$ cat config.mk
export PLATFORM = sky130hd
export DESIGN_NAME = pipeline_stall_ctrl
export DESIGN_NICKNAME = d
export VERILOG_FILES = /design/src/rtl/pipeline_stall_ctrl_pkg.sv /design/src/rtl/pipeline_stall_ctrl_sat_counter.sv /design/src/rtl/pipeline_stall_ctrl.sv
export SDC_FILE = /design/constraint.sdc
export NUM_CORES = 1
export LEC_CHECK = 0
export ABC_CLOCK_PERIOD_IN_PS = 3500
export BUFFER_PORTS_ARGS = -buffer_cell sky130_fd_sc_hd__buf_4
export CAP_MARGIN = 20
export CORE_ASPECT_RATIO = 1.5
export CORE_MARGIN = 3
export CORE_UTILIZATION = 54
export CTS_BUF_LIST = sky130_fd_sc_hd__clkbuf_4
export DETAILED_ROUTE_END_ITERATION = 8
export GPL_TIMING_DRIVEN = 1
export PLACE_DENSITY = 0.8
export SYNTH_ARGS = -nofsm -noshare
export SYNTH_HDL_FRONTEND = slang
export SYNTH_SLANG_ARGS = --single-unit
$ cat constraint.sdc
create_clock -name clk -period 3.5 [get_ports clk]
set_clock_uncertainty 0.2 [all_clocks]
set_input_delay 0.7 -clock clk [delete_from_list [all_inputs] [get_ports clk]]
set_output_delay 0.7 -clock clk [all_outputs]
set_load 0.03 [all_outputs]
$ cat src/rtl/pipeline_stall_ctrl_pkg.sv
// Shared types for the pipeline stall/flush controller: FSM state, per-cycle
// pipeline mode and the bundle of stage enables that each mode produces.
package pipeline_stall_ctrl_pkg;

   localparam int DEF_MAX_STALL = 64;
   // Default counter width; every counter saturates at all-ones of its width.
   localparam int DEF_CNT_W     = 16;

   typedef enum logic {
      ST_RUN  = 1'b0,
      ST_HALT = 1'b1
   } state_t;

   typedef enum logic [2:0] {
      MODE_OFF,
      MODE_FREEZE,
      MODE_STALL,
      MODE_FLUSH,
      MODE_FLOW
   } mode_t;

   typedef struct packed {
      logic pc_we;
      logic if_id_we;
      logic if_id_flush;
      logic id_ex_we;
      logic id_ex_bubble;
      logic ex_mem_we;
      logic mem_wb_we;
   } ctrl_t;

   // Watchdog counter must hold MAX_STALL; keep at least one bit when disabled.
   function automatic int consec_width(input int max_stall);
      if (max_stall < 1) return 1;
      return $clog2(max_stall + 1);
   endfunction

   function automatic ctrl_t mode_ctrl(input mode_t mode);
      ctrl_t c;
      c = '0;
      case (mode)
         MODE_STALL: begin
            c.id_ex_bubble = 1'b1;
            c.id_ex_we     = 1'b1;
            c.ex_mem_we    = 1'b1;
            c.mem_wb_we    = 1'b1;
         end
         MODE_FLUSH: begin
            c             = '1;
            c.id_ex_bubble = 1'b0;
         end
         MODE_FLOW: begin
            c              = '1;
            c.if_id_flush  = 1'b0;
            c.id_ex_bubble = 1'b0;
         end
         default: c = '0;
      endcase
      return c;
   endfunction

endpackage

$ cat src/rtl/pipeline_stall_ctrl_sat_counter.sv
// Saturating up-counter with synchronous active-low reset and clear.
module sat_counter #(
   parameter int CNT_W = 16
) (
   input  logic             clk,
   input  logic             rst_n,
   input  logic             clear,
   input  logic             inc,
   output logic [CNT_W-1:0] count
);

   localparam logic [CNT_W-1:0] SAT = '1;

   // NOTE: reset is sampled on the clock edge, and all state uses <= so every
   // register in the block sees pre-edge values regardless of statement order.
   always_ff @(posedge clk) begin
      if (!rst_n)
         count <= '0;
      else if (clear)
         count <= '0;
      else if (inc && (count != SAT))
         count <= count + CNT_W'(1);
   end

endmodule

$ cat src/rtl/pipeline_stall_ctrl.sv
// Hazard stall/flush consumer for the 5-stage core: stage enables, IF/ID
// flush, ID/EX bubble, pending-flush across freezes, watchdog and counters.
module pipeline_stall_ctrl
   import pipeline_stall_ctrl_pkg::*;
#(
   parameter int MAX_STALL = DEF_MAX_STALL,
   parameter int CNT_W     = DEF_CNT_W
) (
   input  logic             clk,
   input  logic             rst_n,
   input  logic             stall_req,
   input  logic             branch_taken,
   input  logic             mem_busy,
   output logic             pc_we,
   output logic             if_id_we,
   output logic             if_id_flush,
   output logic             id_ex_we,
   output logic             id_ex_bubble,
   output logic             ex_mem_we,
   output logic             mem_wb_we,
   output logic             timeout,
   output logic [CNT_W-1:0] stall_cnt,
   output logic [CNT_W-1:0] freeze_cnt,
   output logic [CNT_W-1:0] flush_cnt
);

   localparam int                   CONSEC_W   = consec_width(MAX_STALL);
   localparam logic [CONSEC_W-1:0]  CONSEC_MAX = CONSEC_W'(MAX_STALL);
   localparam bit                   WD_ENABLE  = (MAX_STALL != 0);

   state_t              state;
   state_t              state_nxt;
   mode_t               mode;
   ctrl_t               ctrl;
   logic                flush_pending;
   logic [CONSEC_W-1:0] consec;
   logic                timeout_q;
   logic                pc_held;
   logic                wd_fire;

   // State register
   always_ff @(posedge clk) begin
      if (!rst_n)
         state <= ST_RUN;
      else
         state <= state_nxt;
   end

   // Next-state logic: HALT is only left through reset.
   // NOTE: every always_comb output gets a default first so no latch is inferred.
   always_comb begin
      state_nxt = state;
      if ((state == ST_RUN) && wd_fire)
         state_nxt = ST_HALT;
   end

   // Output logic: mode priority is freeze > stall > flush > flow.
   always_comb begin
      mode = MODE_OFF;
      if (rst_n && (state == ST_RUN)) begin
         if (mem_busy)
            mode = MODE_FREEZE;
         else if (stall_req)
            mode = MODE_STALL;
         else if (branch_taken || flush_pending)
            mode = MODE_FLUSH;
         else
            mode = MODE_FLOW;
      end
   end

   assign ctrl         = mode_ctrl(mode);
   assign pc_we        = ctrl.pc_we;
   assign if_id_we     = ctrl.if_id_we;
   assign if_id_flush  = ctrl.if_id_flush;
   assign id_ex_we     = ctrl.id_ex_we;
   assign id_ex_bubble = ctrl.id_ex_bubble;
   assign ex_mem_we    = ctrl.ex_mem_we;
   assign mem_wb_we    = ctrl.mem_wb_we;
   assign timeout      = timeout_q;

   // Watchdog trips on the edge where the held-PC run length reaches MAX_STALL.
   assign pc_held = rst_n && (state == ST_RUN) && !ctrl.pc_we;
   assign wd_fire = WD_ENABLE && pc_held && ((consec + CONSEC_W'(1)) == CONSEC_MAX);

   always_ff @(posedge clk) begin
      if (!rst_n) begin
         consec    <= '0;
         timeout_q <= 1'b0;
      end else begin
         if (state == ST_RUN) begin
            if (!pc_held)
               consec <= '0;
            else if (consec != CONSEC_MAX)
               consec <= consec + CONSEC_W'(1);
         end
         if (wd_fire)
            timeout_q <= 1'b1;
      end
   end

   // A branch resolved during a freeze is remembered until a flush can issue;
   // a branch alongside stall_req has unresolved operands and is dropped.
   always_ff @(posedge clk) begin
      if (!rst_n)
         flush_pending <= 1'b0;
      else if ((mode == MODE_FREEZE) && branch_taken && !stall_req)
         flush_pending <= 1'b1;
      else if (mode == MODE_FLUSH)
         flush_pending <= 1'b0;
   end

   sat_counter #(.CNT_W(CNT_W)) u_stall_cnt (
      .clk   (clk),
      .rst_n (rst_n),
      .clear (1'b0),
      .inc   (mode == MODE_STALL),
      .count (stall_cnt)
   );

   sat_counter #(.CNT_W(CNT_W)) u_freeze_cnt (
      .clk   (clk),
      .rst_n (rst_n),
      .clear (1'b0),
      .inc   (mode == MODE_FREEZE),
      .count (freeze_cnt)
   );

   sat_counter #(.CNT_W(CNT_W)) u_flush_cnt (
      .clk   (clk),
      .rst_n (rst_n),
      .clear (1'b0),
      .inc   (mode == MODE_FLUSH),
      .count (flush_cnt)
   );

endmodule
=== Word-level counts from Yosys, hierarchy flattened ===
Index checks and enable logic that the tools add are counted.

* $add $sub $neg: 4
* Equality and inequality tests: 10
* Multiplexer cells: 10
* Bitwise operators: 1
* Reductions and logical operators: 15

{| class="wikitable"
|+ Operators with widths
! operator !! number
|-
| $add 16x1->16 const B || 3
|-
| $ne 16x16->1 const B || 3
|-
| $mux 7 || 2
|-
| $mux 3 || 4
|-
| $logic_and 1x1->1 || 9
|-
| $pmux 4 s2 || 1
|-
| $add 7x1->7 const B || 1
|-
| $eq 7x7->1 const B || 1
|-
| $ne 7x7->1 const B || 1
|-
| $eq 3x2->1 const B || 2
|-
| $pmux 3 s2 || 1
|-
| $eq 3x1->1 const B || 1
|-
| $eq 3x3->1 const B || 1
|-
| $logic_not 1->1 || 2
|-
| $mux 1 || 2
|-
| $ne 2x1->1 const B || 1
|-
| $reduce_and 2->1 || 1
|-
| $reduce_bool 2->1 || 1
|-
| $reduce_or 2->1 || 1
|-
| $logic_or 1x1->1 || 1
|-
| $not 1->1 || 1
|}

* Flip-flop bits (word level): 58
* Output and inout port bits: 56
* Word-level logic and storage cells: 47

=== Depth between registers and ports, before layout ===
* Word-level depth: 11
* Depth in mapped cells: 7
* Mapped depth without buffers: 6

=== Cells and area by module ===
From an unflattened synthesis, not the netlist that was laid out.

* Cells, all modules: 359
* Area total of the unflattened synthesis: 3,288.2 sq um

{| class="wikitable"
|+ By module, submodules not included
! module !! times used !! cells each !! area an instance (sq um) !! sequential area each (sq um)
|-
| sat_counter || 3 || 91 || 864.6 || 320.3
|-
| pipeline_stall_ctrl || 1 || 86 || 694.4 || 200.2
|}

=== Least setup slack after synthesis ===
No wires, ideal clock.

* Path type: input port to output port
* From: in stall_req
* To: out if_id_flush
* Data arrival time: 2.020 ns
* Setup slack: 0.580 ns
* Stages: 5
* Buffers on the path: 1
* Cells stage by stage: or4b_1 > inv_1 > nand2_1 > clkbuf_1 > inv_1

* Word-level cells in the longest chain between the ends: 5
* Elaborated cells between the ends (all ways): 6
* Those cells by class: eq/ne (2); mux (4)

{| class="wikitable"
|+ Ends and longest elaborated chain
! what !! line !! source
|-
| start, declared || pipeline_stall_ctrl.sv:11 || <nowiki>input logic stall_req,</nowiki>
|-
| $mux 3 (*) || pipeline_stall_ctrl.sv:63 || <nowiki>else if (stall_req)</nowiki>
|-
| $mux 3 (*) || pipeline_stall_ctrl.sv:61 || <nowiki>if (mem_busy)</nowiki>
|-
| $mux 3 (*) || pipeline_stall_ctrl.sv:60 || <nowiki>if (rst_n && (state == ST_RUN)) begin</nowiki>
|-
| $eq 3x3->1 or $eq 3x2->1 (tied branches) || pipeline_stall_ctrl_pkg.sv:41 || <nowiki>case (mode)</nowiki>
|-
| $pmux 3 s2 (*) || pipeline_stall_ctrl_pkg.sv:41 ||
|-
| end, declared || pipeline_stall_ctrl.sv:16 || <nowiki>output logic if_id_flush,</nowiki>
|}

Mark *: on every way between the ends. The rest lies on a longest branch, timed or not.

=== Final worst setup path ===
* From: reg state
* To: out if_id_flush

* Word-level cells in the longest chain between the ends: 5
* Elaborated cells between the ends (all ways): 6
* Those cells by class: eq/ne (2); mux (2); bitwise (1); reduce/logical (1)

{| class="wikitable"
|+ Ends and longest elaborated chain
! what !! line !! source
|-
| start, declared || pipeline_stall_ctrl.sv:31 || <nowiki>state_t state;</nowiki>
|-
| start signal, assigned || pipeline_stall_ctrl.sv:46 || <nowiki>state <= state_nxt;</nowiki>
|-
| $not 1->1 (no source line) (*) || -- ||
|-
| $logic_and 1x1->1 (*) || pipeline_stall_ctrl.sv:60 ||
|-
| $mux 3 (*) || pipeline_stall_ctrl.sv:60 ||
|-
| $eq 3x3->1 or $eq 3x2->1 (tied branches) || pipeline_stall_ctrl_pkg.sv:41 ||
|-
| $pmux 3 s2 (*) || pipeline_stall_ctrl_pkg.sv:41 ||
|}

Marks and branches as above.

==> results <==
- The run finished with clean final reports.
- The last weighted congestion value of the routability-driven placer is 0.921.
- The core area is 5530 um^2.
- The maximum VDD drop is 0.000368 V.
- Counting instances, the worst hold path has a depth of 2.
- The worst hold path begins at u_flush_cnt.count[9].
- By area the synthesized netlist is led by sky130_fd_sc_hd__dfxtp_1, sky130_fd_sc_hd__a21oi_1, sky130_fd_sc_hd__mux2i_1, sky130_fd_sc_hd__nand2_1, sky130_fd_sc_hd__or4_1.
- The post-synth net total is 390.
- The number of cells on the worst reg-to-reg path is 4.
- The CTS H-tree depth is 3.
- In the layout the commonest cells are sky130_fd_sc_hd__buf_4, sky130_fd_sc_hd__dfxtp_1, sky130_fd_sc_hd__nand2_1.
- The die is 68.3 um wide.
- The hold buffer count at CTS is 0.
- The most common cell after layout, fill and taps aside is sky130_fd_sc_hd__buf_4.
- The total track usage is 0.240.
- The final cycle utilization of the critical path is 0.818.
- The largest fanout of any net on the critical path is 15.
- Summed over all nets, the switching power comes to 0.304 mW.
- Clock tree synthesis inserted a total of 9 buffers.
- The TritonCTS clock tree is done.
- Detailed placement ended at an HPWL of 5620 um.
- The summed instance area of the synthesized netlist is 3150 um^2.
- Measured along the y axis, the die boundary spans 99.5 um.
- For the worst-skew pair, the clock arrives at the later sink with an insertion delay of 0.39 ns.
- The clock sink total is 58.
- The share of total power in the clock network is 0.367.
- The worst setup path is captured at an output port.
- The number of remaining DRC errors is 0.
- STA puts the critical path data required time at 2.60 ns.
- The detailed router placed 3185 vias in this run.
- The count of flip-flops with a built-in enable after synthesis is 0.
- The share of total power dissipated in sequential elements is 0.557.
- The number of global-route vias before repair came to 2860.
- Of the total synthesized cell area, the portion taken by full adders, half adders and majority gates is 0.0239.
- The wire length of the first global-routing pass is 12800 um.
- The maximum number of pins on one net before global-route repair is 43.
- The number of buffers added for setup after CTS is 0.
- The start of the worst register-to-register path is state.
- Setup repair after global routing left no endpoint under its margin.
- Of the total power, the share spent switching nets is 0.250.
- The number of top-level pins is 61.
- For hold timing, the worst endpoint is u_flush_cnt.count[9].
- In this run the critical register-to-register path is captured at u_flush_cnt.count[9].
- In this run, the number of DRC markers left after iteration 0 of detailed routing was 172.
- The portion of netlist area occupied by mux cells is 0.0541.
- The number of unique standard cell types used by synthesis is 48.
- The area fraction of the dominant cell type after synthesis is 0.369.
- The post-detailed-routing wire length is 7810 um.
- The worst setup path is launched from a flop.
- The internal power is 0.914 mW.
- After layout, the worst setup slack is 0.637 ns.
- The number of buffers on the longest clock path is 2.
- For this run, the share of the core covered by cells in the final layout is 0.683.
- The starting density of the core is 0.569.
- The min-delay analysis places its worst path in the category reg -> reg.
- The kind of critical path is reg -> out.
- The final antenna-violating net count is 0.
- Of the total synthesized cell area, the portion taken by XOR and XNOR cells is 0.00557.
- The area fraction in compound gates after synthesis was 0.196.
- The root buffer cell is sky130_fd_sc_hd__clkbuf_4.
- The average instance area after synthesis is 8.30 um^2.
- The post-placement worst setup slack is 0.465 ns.
- The overflow left after global routing is 0.
- The arrival time of the worst setup path is 1.96 ns.
- The post-synthesis async set-or-reset flop share is 0.
- The floorplan step defined a die boundary enclosing 6800 um^2.
- The ratio of cells with drive above 1 in the final layout is 0.195.
- In the final timing run, aggregate negative setup slack is 0 ns.
- The total power divided by cell area is 322 nW/um^2.
- The first detailed-routing pass ran for 4 iterations.
- The number of maximum-capacitance violations is 0.
- The minimum clock period after layout is 2.86 ns.
- The number of input and output port buffers inserted is 60.
- Clock-pin slew was measured on the worst setup and hold paths at 0.09 ns.
- The number of antenna diodes in the final layout is 0.
- In this run, synthesis produced a sequential element count of 58.
- The number of antenna violations at the first check in global routing came to 0.
- Of the total synthesized cell area, the portion taken by AND, OR, NAND and NOR gates is 0.307.
- The floorplan has 33 rows.
- The setup check on the worst reg-to-reg path leaves a slack of 0.79 ns.
- The leakage power figure is 1.40 nW.
- Relative to the synthesized area, the layout overhead comes to 20.2%.
- The cell taking the most area after synthesis is sky130_fd_sc_hd__dfxtp_1.
- The transition time of the tightest slew-check pin is 0.841 ns.
- The number of pins exceeding their max-slew limit in the final report was 0.
- The worst pin sits at a relative slew slack of 0.433.
- The share of the Yosys chip area taken by registers is 0.369.
- For this run, the top clock speed supported by timing is 0.349 GHz.
- Of the total power, combinational logic draws 0.076.
- Among all flip-flop cells after synthesis, the most frequent one is sky130_fd_sc_hd__dfxtp_1.
- At the end of the flow, the number of nets in the layout was 448.
- The number of hold violations in the final report was 0.
- For this run, the number of Yosys warnings is 0.
- The post-synthesis cell count is 379.
- In this run, post-CTS repair resized a total of 0 instances.
- The average via count per standard cell is 6.23.
- The dominant combinational cell family by area after synthesis is simple AND/OR/NAND/NOR gates.
- The final setup violation count is 0.
- The routed wire length per instance is 15.3 um.
[logic make-up after synthesis]
logic type / count (synthesis)
and+or+nand+nor: 168
AOI/OAI and AO/OA: 95
muxes: 17
DFF: 58
xor gates and xnor gates: 2
buffers and inverters: 33
adders and majority gates: 6
[per-layer routing]
metal	GRT usage	wire (um)	up-vias
li1	-	-	1571
met1	0.286	3290	1524
met2	0.406	4070	81
met3	0.0565	356	9
met4	0.0888	99	0
met5	0	0	-
[how the worst max path moves through the flow]
stage                          from                   end  slack, ns  depth (start not counted)
after detailed placement  stall_req  u_flush_cnt.count[9]       0.46                          5
after global placement    stall_req  u_flush_cnt.count[9]       0.49                          5
final                         state           if_id_flush       0.64                          5
after CTS                     state           if_id_flush       0.62                          5
after floorplan           stall_req           if_id_flush       0.58                          5
after global routing          state           if_id_flush       0.50                          5
[final cells by class]
cell class	instances	area [um^2]
well taps	70	87.6
repair buffers	68	510
clock inverters	5	46.3
multi-input cells	288	1850
clock buffers	10	75.1
fillers	485	1750
flip-flops and latches	58	1160
inverters	12	45.0
[cells in the mapped netlist (all sizes together) (3+ instances only)]
library cell	n
nor2	11
nand4	14
nor3	10
or2	4
clkbuf	17
o31ai	15
buf	4
o311ai	5
or3	6
and3	5
dfxtp	58
a311oi	3
o211ai	3
and4	9
o41ai	6
nand2	38
o21ai	15
mux2i	17
or4	19
a21oi	35
nand2b	10
o2111ai	3
and2	4
ha	6
nand3	21
inv	11
nor4	5
[power groups by stage]
stage	logic (mW)	clock network, mW	registers, mW
global route	0.102	0.489	0.679
detailed placement	0.0924	0	0.693
floorplan	0.0517	0	0.700
CTS	0.0925	0.459	0.678
global placement	0.0907	0	0.693
finish	0.0922	0.447	0.678
[per-stage QoR]
stage                     total power, mW  area (um^2)  std cells  hold WS (ns)
final                                1.22         3780        511         0.299
after global routing                 1.27         3780        511         0.339
after CTS                            1.23         3780        511         0.301
after detailed placement            0.785         3660        496         0.279
after global placement              0.784         3660        496         0.265
after floorplan                     0.752         3150        379         0.282
[critical path: stages (launching register included)]
cell                      delay (ns)
sky130_fd_sc_hd__dfxtp_1        0.45
sky130_fd_sc_hd__or4b_1         0.63
sky130_fd_sc_hd__inv_1          0.16
sky130_fd_sc_hd__nand2_1        0.10
sky130_fd_sc_hd__inv_1          0.09
sky130_fd_sc_hd__buf_4          0.16
[sequential cells by signal, summed over array words and instances, names as in the netlist]
signal              count
state                   1
timeout                 1
u_stall_cnt.count      16
consec                  7
u_flush_cnt.count      16
flush_pending           1
u_freeze_cnt.count     16
(Power assumes the default switching activity.)
